[src/rtl/proc_sequencer.sv]
// proc_sequencer: multi-cycle FETCH/DECODE/EXECUTE/WRITEBACK controller
// owning pc, ir and the imem port, plus host program load and
// run/step/halt control.
// Ports: clk, rst (async, active-high); run_req, step_req, halt_req;
//   host_load_valid/ready/addr/data; imem_addr/we/wdata/rdata;
//   jump, branch, alu_zero from control/ALU; pc, ir, ex_valid,
//   rf_we_en, halted, retired to the core.
// Optional: PROC_SEQ_HALT_INSTR_EN makes ir==8'hE0 a HALT instruction.
module proc_sequencer #(
    parameter logic [7:0] PC_RESET = 8'h00,
    parameter int         RETIRE_W = 16
) (
    input  logic                clk,
    input  logic                rst,
    input  logic                run_req,
    input  logic                step_req,
    input  logic                halt_req,
    input  logic                host_load_valid,
    output logic                host_load_ready,
    input  logic [7:0]          host_load_addr,
    input  logic [7:0]          host_load_data,
    output logic [7:0]          imem_addr,
    output logic                imem_we,
    output logic [7:0]          imem_wdata,
    input  logic [7:0]          imem_rdata,
    input  logic                jump,
    input  logic                branch,
    input  logic                alu_zero,
    output logic [7:0]          pc,
    output logic [7:0]          ir,
    output logic                ex_valid,
    output logic                rf_we_en,
    output logic                halted,
    output logic [RETIRE_W-1:0] retired
);

    typedef enum logic [2:0] {
        S_IDLE,
        S_LOAD,
        S_FETCH,
        S_DECODE,
        S_EXEC,
        S_WB
    } state_t;

    state_t              state_q, state_d;
    logic [7:0]          pc_q, pc_d;
    logic [7:0]          ir_q, ir_d;
    logic [RETIRE_W-1:0] ret_q, ret_d;
    logic                taken_q, taken_d;
    logic                step_q, step_d;
    logic [7:0]          ladr_q, ladr_d;
    logic [7:0]          ldat_q, ldat_d;
    logic                is_halt;

`ifdef PROC_SEQ_HALT_INSTR_EN
    // ir is stable from DECODE through WRITEBACK, so decoding it
    // in WRITEBACK is equivalent to flagging it in EXECUTE.
    assign is_halt = (ir_q == 8'hE0);
`else
    assign is_halt = 1'b0;
`endif

    always_ff @(posedge clk or posedge rst) begin
        if (rst) begin
            state_q <= S_IDLE;
            pc_q    <= PC_RESET;
            ir_q    <= 8'h00;
            ret_q   <= '0;
            taken_q <= 1'b0;
            step_q  <= 1'b0;
            ladr_q  <= 8'h00;
            ldat_q  <= 8'h00;
        end else begin
            state_q <= state_d;
            pc_q    <= pc_d;
            ir_q    <= ir_d;
            ret_q   <= ret_d;
            taken_q <= taken_d;
            step_q  <= step_d;
            ladr_q  <= ladr_d;
            ldat_q  <= ldat_d;
        end
    end

    always_comb begin
        state_d = state_q;
        pc_d    = pc_q;
        ir_d    = ir_q;
        ret_d   = ret_q;
        taken_d = taken_q;
        step_d  = step_q;
        ladr_d  = ladr_q;
        ldat_d  = ldat_q;
        unique case (state_q)
            S_IDLE: begin
                if (host_load_valid) begin
                    state_d = S_LOAD;
                    ladr_d  = host_load_addr;
                    ldat_d  = host_load_data;
                end else if (run_req && !halt_req) begin
                    state_d = S_FETCH;
                    step_d  = 1'b0;
                end else if (step_req) begin
                    state_d = S_FETCH;
                    step_d  = 1'b1;
                end
            end
            S_LOAD:   state_d = S_IDLE;
            S_FETCH:  state_d = S_DECODE;
            S_DECODE: begin
                ir_d    = imem_rdata;
                state_d = S_EXEC;
            end
            S_EXEC: begin
                taken_d = jump | (branch & alu_zero);
                state_d = S_WB;
            end
            S_WB: begin
                if (taken_q && !is_halt)
                    pc_d = {3'b000, ir_q[4:0]};
                else
                    pc_d = pc_q + 8'd1;
                ret_d = ret_q + RETIRE_W'(1);
                if (run_req && !halt_req && !step_q && !is_halt)
                    state_d = S_FETCH;
                else
                    state_d = S_IDLE;
            end
            default: state_d = S_IDLE;
        endcase
    end

    assign host_load_ready = (state_q == S_IDLE);
    assign halted          = (state_q == S_IDLE);
    assign imem_we         = (state_q == S_LOAD);
    assign imem_wdata      = ldat_q;
    assign imem_addr       = (state_q == S_LOAD) ? ladr_q : pc_q;
    assign ex_valid        = (state_q == S_EXEC);
    assign rf_we_en        = (state_q == S_WB) && !is_halt;
    assign pc              = pc_q;
    assign ir              = ir_q;
    assign retired         = ret_q;

endmodule

[config.mk]
export PLATFORM = sky130hd
export DESIGN_NAME = proc_sequencer
export DESIGN_NICKNAME = d
export VERILOG_FILES = /design/src/rtl/proc_sequencer.sv
export SDC_FILE = /design/constraint.sdc
export NUM_CORES = 1
export LEC_CHECK = 0
export ABC_AREA = 1
export CORE_AREA = 8 8 82 84
export DETAILED_ROUTE_END_ITERATION = 7
export DIE_AREA = 0 0 90 92
export PLACE_DENSITY = 0.89
export SETUP_SLACK_MARGIN = 0.02
export SLEW_MARGIN = 15
export SYNTH_ARGS = -nofsm -noshare
export SYNTH_HDL_FRONTEND = slang
export SYNTH_SLANG_ARGS = --single-unit
[constraint.sdc]
create_clock -name clk -period 2.8 [get_ports clk]
set_clock_uncertainty 0.05 [all_clocks]
set_input_delay 0.28 -clock clk [delete_from_list [all_inputs] [get_ports clk]]
set_output_delay 0.28 -clock clk [all_outputs]
set_load 0.005 [all_outputs]
==> out/qor.yml, run 1 <==
worst_setup_path:
  worstPathArrival_ns: 2.15
  worstRegToRegCells: 6
  cpMostUsedCell: "inv_1"
  path_cells: "inv_1 > nor3_4 > inv_1 > o21ai_0 > clkdlybuf4s50_1"
  critPathMaxStageDelay_ns: 0.53
  critPathSlowestCell: "clkdlybuf4s50_1"
  worstPathMaxFanout: 14
  cp.required_ns: 2.47
  critPathKind: "flop to primary output"
  path_depth: 5
  path_delay_family: "buffers and inverters"
  r2r-start: "state_q[0]"
  start_kind: "flop"
  r2r_slack_ns: 1.19
  critPathBufInv: 3
  timing.rr.end: "ladr_q[1]"
  endpoint_kind: "primary output"
timing:
  slew_headroom_pct: 54.4
  worst_pin_slew_ns: 0.682
  rsz0062_at_grt: "no"
  post-route-period-util_pct: 88.7
  period_needed_ns: 2.48
  drv_slew: 0
  setup_viol: 0
  worst_slack_ns: 0.316
  setup_tns_ns: 0
  hold_viol: 0
  fmax_mhz: 403
clocking:
  hold_buffers: 0
  cts_tree: "built"
  clkLatencyLatePin_ns: 0.30
  post_cts_buffers: 0
  htreeDepth: 2
  cts.sinks: 53
  cts_root_buf: "clkbuf_8"
  clkTransAtPathRegs_ns: 0.09
  clockBufferDepth: 2
  cts_buffers: 5
final_layout:
  layout.nets: 422
  layout_common_cells: "nand2_1 (89), clkdlybuf4s50_1 (85), dfrtp_1 (53)"
  final_common_cell: "nand2_1"
  n_antenna_cell: 0
  synthToLayoutAreaGrowth_pct: 38.6
  design_area_um2: 3560
  drive_above_1_share_pct: 7.99
global_route:
  grt_pass1_wl_mm: 11.0
  grt_pass1_vias: 2310
  antenna_found_initial: 0
  grt_usage_pct: 15.9
  grt_max_degree: 28
  grt_overflow: 0
logic_synthesis:
  synthXorXnorAreaFrac_pct: 3.07
  synth-seq-cells: 53
  yosysUniqueCellTypes: 32
  syn_area_um2: 2570
  yosys.area_share.simple_pct: 28.8
  ys_warn_count: 0
  seq_area_frac_synth_pct: 51.7
  syn_avg_cell_area_um2: 8.53
  synth_top_family_by_area: "simple AND/OR/NAND/NOR gates"
  syn_inst: 301
  synth_fa_ha_area_share_pct: 0.975
  synth-compound-area-share_pct: 5.51
  postSynthNetCount: 336
  muxShareOfSynthArea_pct: 3.07
floorplanning:
  core.rowCount: 27
  die_x_um: 90
  initial_core_util_pct: 47.5
  die-area_um2: 8280
  die_h_um: 92
  core-area_um2: 5410
  ios: 86
job:
  cap_violations: 0
place:
  dpl_cell_area_um2: 3470
  io_buffers: 85
  dpl.hpwl_mm: 5.05
  pre_cts_ws_ns: 0.438
  routabilityCongestion: 0.804
worst_hold_path:
  hold_path.class: "input port to asynchronous set/reset pin"
pwr:
  clkPwrFrac_pct: 13.5
  combPwrFrac_pct: 45.3
  p_sw_share_pct: 36.3
  pwr-share-seq_pct: 41.2
  power.density_nw_per_um2: 861
  ir_drop_mv: 0.441
  power.internal_w: 0.00195
  power_switching_w: 0.00111
  leakagePower_nw: 1.69
route:
  drtIter0Drc: 127
  ant_nets: 0
  avgRoutedWirePerCell_um: 14.1
  vias_per_cell: 4.99
  wl_mm: 6.49
  dr.pass1.iters: 4
  drc: 0
  vias: 2295
status:
  status: "finished, final reports clean"
-- worst register-to-register path, cell delays in order (launching register included) --
cell     delay, ns
dfrtp_1       0.47
nor2_1        0.19
nand2_1       0.11
inv_2         0.27
nand2_4       0.21
nor2_1        0.14
a21oi_1       0.05
-- registers in the layout, indices dropped and copies added, names as in the netlist --
register	flops
ir	8
retired	16
ladr_q	8
imem_wdata	8
taken_q	1
step_q	1
state_q	3
pc	8
-- metrics by stage --
stage | hold slack [ns] | instances | utilization [%] | total power [W]
after floorplan | 0.373 | 301 | - | 0.00192
after detailed placement | 0.409 | 452 | 64.2 | 0.00267
after global placement | 0.406 | 452 | 64.2 | 0.00261
after CTS | 0.303 | 460 | 65.7 | 0.00309
final | 0.283 | 460 | 65.8 | 0.00307
after global routing | 0.321 | 460 | 65.8 | 0.00331
-- cell type report --
type                            count  area (µm²)
Timing Repair Buffer               87         866
Tap cell                           72        90.1
Sequential cell                    53        1330
Clock buffer                        8        80.1
Multi-Input combinational cell    206        1070
Inverter                           34         128
Fill cell                         456        1850
-- what timing repair did --
item / in CTS / in global routing
setup endpoints to repair: 0 / 1
hold endpoints to repair: 0 / 0
resized for setup: 0 / 1
-- worst max path at each step --
stage | startpoint | end | slack, ns
floorplan | rst | imem_wdata[0] | 1.18
global placement | state_q[0] | imem_addr[1] | 0.55
detailed placement | state_q[0] | imem_addr[1] | 0.44
CTS | state_q[0] | imem_addr[1] | 0.1
global route | state_q[0] | imem_addr[1] | 0.12
finish | state_q[0] | imem_addr[1] | 0.32
-- layer usage --
layer  share of wire (%)  GRT usage [%]
met5                   0              0
met4                 1.1           4.72
met3                 6.4           4.40
met2                  52           27.5
met1                  40           18.8
-- synthesized netlist by cell type --
cell type / n / area share [%]
clkbuf_1: 2 / 0.29
nand3b_1: 3 / 0.88
nor2_4: 1 / 0.44
a22oi_1: 3 / 0.88
ha_1: 2 / 0.97
nand2_4: 1 / 0.44
dfrtp_1: 53 / 52
nand2_2: 2 / 0.49
buf_4: 3 / 0.88
inv_1: 31 / 4.5
a21oi_1: 8 / 1.6
o21ai_1: 1 / 0.19
buf_2: 2 / 0.39
nand3_1: 22 / 4.3
inv_2: 3 / 0.44
buf_6: 1 / 0.44
nand3_2: 2 / 0.78
nor3_2: 2 / 0.78
xnor2_1: 6 / 2.0
nor3_1: 1 / 0.19
nand4_1: 7 / 1.7
nor2_1: 28 / 4.1
a211oi_1: 1 / 0.29
nor2_2: 4 / 0.97
nand3_4: 1 / 0.68
o21ai_0: 9 / 1.8
a31oi_1: 1 / 0.24
o211ai_1: 1 / 0.29
xor2_1: 3 / 1.0
nand2_1: 89 / 13
o31ai_1: 1 / 0.29
mux2_2: 7 / 3.1
-- power groups by stage --
stage / combinational (W) / clock, W / sequential, W
2_1_floorplan: 0.000687 / 0 / 0.00123
3_3_place_gp: 0.00135 / 0 / 0.00126
3_5_place_dp: 0.00140 / 0 / 0.00127
4_1_cts: 0.00141 / 0.000426 / 0.00126
5_1_grt: 0.00155 / 0.000459 / 0.00130
6_report: 0.00139 / 0.000415 / 0.00126
-- logic make-up after synthesis --
kind of cell               after synthesis
adders and majority gates                2
and+or+nand+nor                        163
xor gates and xnor gates                 9
buffers and inverters                   42
muxes                                    7
AOI/OAI and AO/OA                       25
DFF                                     53
Power figures use the tool's default switching activity.
==> run 2, diff against run 1 <==
--- a/config.mk
+++ b/config.mk
@@ -6,10 +6,11 @@
 export NUM_CORES = 1
 export LEC_CHECK = 0
 export ABC_AREA = 1
-export CORE_AREA = 8 8 82 84
+export CORE_AREA = 8 8 80 82
+export CTS_BUF_LIST = sky130_fd_sc_hd__clkbuf_8
 export DETAILED_ROUTE_END_ITERATION = 7
-export DIE_AREA = 0 0 90 92
-export PLACE_DENSITY = 0.89
+export DIE_AREA = 0 0 88 90
+export PLACE_DENSITY = 0.93
 export SETUP_SLACK_MARGIN = 0.02
 export SLEW_MARGIN = 15
 export SYNTH_ARGS = -nofsm -noshare
==> run 2 against run 1 <==
  * Flip-flop and latch count did not move
  * Die area fell by 4.3%
  * Count of clock-buffer cells in the layout fell by 3
  * Critical path type unchanged
  * Largest cell class unchanged
  * Highest routed layer unchanged
==> out/qor.yml, run 2 (same netlist as run 1, synthesis figures left out) <==
final_layout:
  final_common_cell: "nand2_1"
  final_core_util_pct: 68.1  # +2.3 points
  drive_above_1_share_pct: 8.27  # +0.28 points
  fin_cells: 459  # -0.22%
  layout_common_cells: "nand2_1 (89), clkdlybuf4s50_1 (85), dfrtp_1 (53)"
  largest_reg_flops: 16  # unchanged
  layout.nets: 421  # -0.24%
  n_antenna_cell: 0  # unchanged
  synthToLayoutAreaGrowth_pct: 38.9
worst_setup_path:
  worstPathArrival_ns: 2.17  # +0.02 ns
  r2r_slack_ns: 1.19  # about the same
  path_delay_family: "buffers and inverters"
  cpMostUsedCell: "inv_1"
  critPathSlowestCell: "clkdlybuf4s50_1"
  critPathKind: "flop to primary output"
  worstPathMaxFanout: 14  # unchanged
  start_kind: "flop"
  cp.required_ns: 2.47  # about the same
  endpoint_kind: "primary output"
  path_cells: "inv_1 > nor3_4 > inv_1 > o21ai_0 > clkdlybuf4s50_1"
  critPathBufInv: 3  # unchanged
  critPathMaxStageDelay_ns: 0.53  # about the same
global_route:
  grt_pass1_vias: 2345  # +1.5%
  top_usage_layer: "met2"
  grt_max_degree: 29  # +3.6%
  grt_overflow: 0  # unchanged
  gr-usage-met2_pct: 30.5  # +3.0 points
  antenna_found_initial: 0  # unchanged
  grt_use_met1_pct: 19.2  # +0.43 points
  grt_pass1_wl_mm: 11.0  # about the same
  met3_usage_pct: 3.82  # -0.58 points
  grt_usage_pct: 17.4  # +1.5 points
route:
  drc: 0  # unchanged
  wl_mm: 6.62  # +2.1%
  drtIter0Drc: 147  # +16%
  vias: 2313  # +0.78%
  vias_per_cell: 5.04  # +1.0%
  dr.pass1.iters: 4  # unchanged
  ant_nets: 0  # unchanged
  avgRoutedWirePerCell_um: 14.4  # +2.3%
timing:
  hold_viol: 0  # unchanged
  fmax_mhz: 400  # -0.64%
  drv_slew: 0  # unchanged
  post-route-period-util_pct: 89.3  # +0.57 points
  setup_tns_ns: 0  # unchanged
  rsz0062_at_grt: "no"
  period_needed_ns: 2.50  # +0.0161 ns
  setup_viol: 0  # unchanged
  timing.hold.ws_ns: 0.301  # +0.0174 ns
  slew_headroom_pct: 58.6  # +4.2 points
  worst_pin_slew_ns: 0.619  # -0.0626 ns
clocking:
  cts_buffers: 5  # unchanged
  cts_tree: "built"
  cts.sinks: 53  # unchanged
  cts_root_buf: "clkbuf_8"
  clkLatencyLatePin_ns: 0.29  # about the same
  htreeDepth: 2  # unchanged
  post_cts_buffers: 0  # unchanged
  clockBufferDepth: 2  # unchanged
  hold_buffers: 0  # unchanged
  clkTransAtPathRegs_ns: 0.09  # about the same
floorplanning:
  ios: 86  # unchanged
  die_x_um: 88  # -2.2%
  die-area_um2: 7920  # -4.3%
  die_h_um: 90  # -2.2%
  core-area_um2: 5240  # -3.1%
  initial_core_util_pct: 49.0  # +1.5 points
  core.rowCount: 27  # unchanged
place:
  io_buffers: 85  # unchanged
  dpl.hpwl_mm: 5.21  # +3.1%
  routabilityCongestion: 0.856  # +6.5%
  place_inst: 451  # -0.22%
pwr:
  finalPower_w: 0.00306  # about the same
  leakagePower_nw: 1.70  # +0.56%
  ir_drop_mv: 0.504  # +14%
  power.density_nw_per_um2: 859  # -0.27%
job:
  cap_violations: 0  # unchanged
status:
  status: "finished, final reports clean"
worst_hold_path:
  hold_path.class: "input port to asynchronous set/reset pin"
==> run 2: cell types whose count changed in the layout (fill, tap and decap cells not counted) <==
cell,delta
buf_12,+1
buf_4,-2
clkbuf_1,-3
clkinv_2,+2
inv_1,+1
==> run 2: metal layers <==
| metal | vias up | wire [µm] |
|---|---|---|
| met5 | - | 0 |
| met4 | 0 | 118 |
| met3 | 10 | 406 |
| met2 | 76 | 3510 |
| met1 | 1097 | 2590 |
| li1 | 1130 | - |
==> run 2: repair_timing <==
action                                  4_1_cts  5_1_grt
hold endpoints to repair                      0        0
resized for setup                             0        1
endpoints found under the setup margin        0        1
==> run 2: final timing paths <==
path | startpoint | end | cells after the start
max | state_q[0] | imem_addr[1] | 5
min | rst | ir[6] | 2
max reg2reg | state_q[0] | ladr_q[1] | 6
min reg2reg | imem_wdata[3] | imem_wdata[3] | 2
max in group asynchronous | rst | pc[7] | 3
min in group clk | imem_wdata[3] | imem_wdata[3] | 2
==> run 2: cell type report <==
| class | instances | area, µm² |
|---|---|---|
| Fill cell | 401 | 1670 |
| Sequential cell | 53 | 1330 |
| Multi-Input combinational cell | 206 | 1070 |
| Timing Repair Buffer | 86 | 871 |
| Inverter | 34 | 128 |
| Tap cell | 72 | 90.1 |
| Clock buffer | 5 | 68.8 |
| Clock inverter | 3 | 13.8 |
==> run 2: through the flow <==
step / setup slack [ns] / area (µm²)
floorplan: 1.18 / 2570
global placement: 0.547 / 3480
detailed placement: 0.397 / 3480
CTS: 0.0781 / 3560
global route: 0.109 / 3570
finish: 0.300 / 3570
==> run 2: report_power, final <==
part	internal [W]	switching, W
combinational	0.000749	0.000640
sequential	0.00103	0.000245
clock	0.000170	0.000233
total	0.00195	0.00112
==> run 3, diff against run 2 <==
--- a/config.mk
+++ b/config.mk
@@ -12,7 +12,7 @@
 export DIE_AREA = 0 0 88 90
 export PLACE_DENSITY = 0.93
 export SETUP_SLACK_MARGIN = 0.02
-export SLEW_MARGIN = 15
+export SLEW_MARGIN = 0
 export SYNTH_ARGS = -nofsm -noshare
 export SYNTH_HDL_FRONTEND = slang
 export SYNTH_SLANG_ARGS = --single-unit
==> results of run 3 <==
Final layout, timing and power as in run 2 (identical DEF).
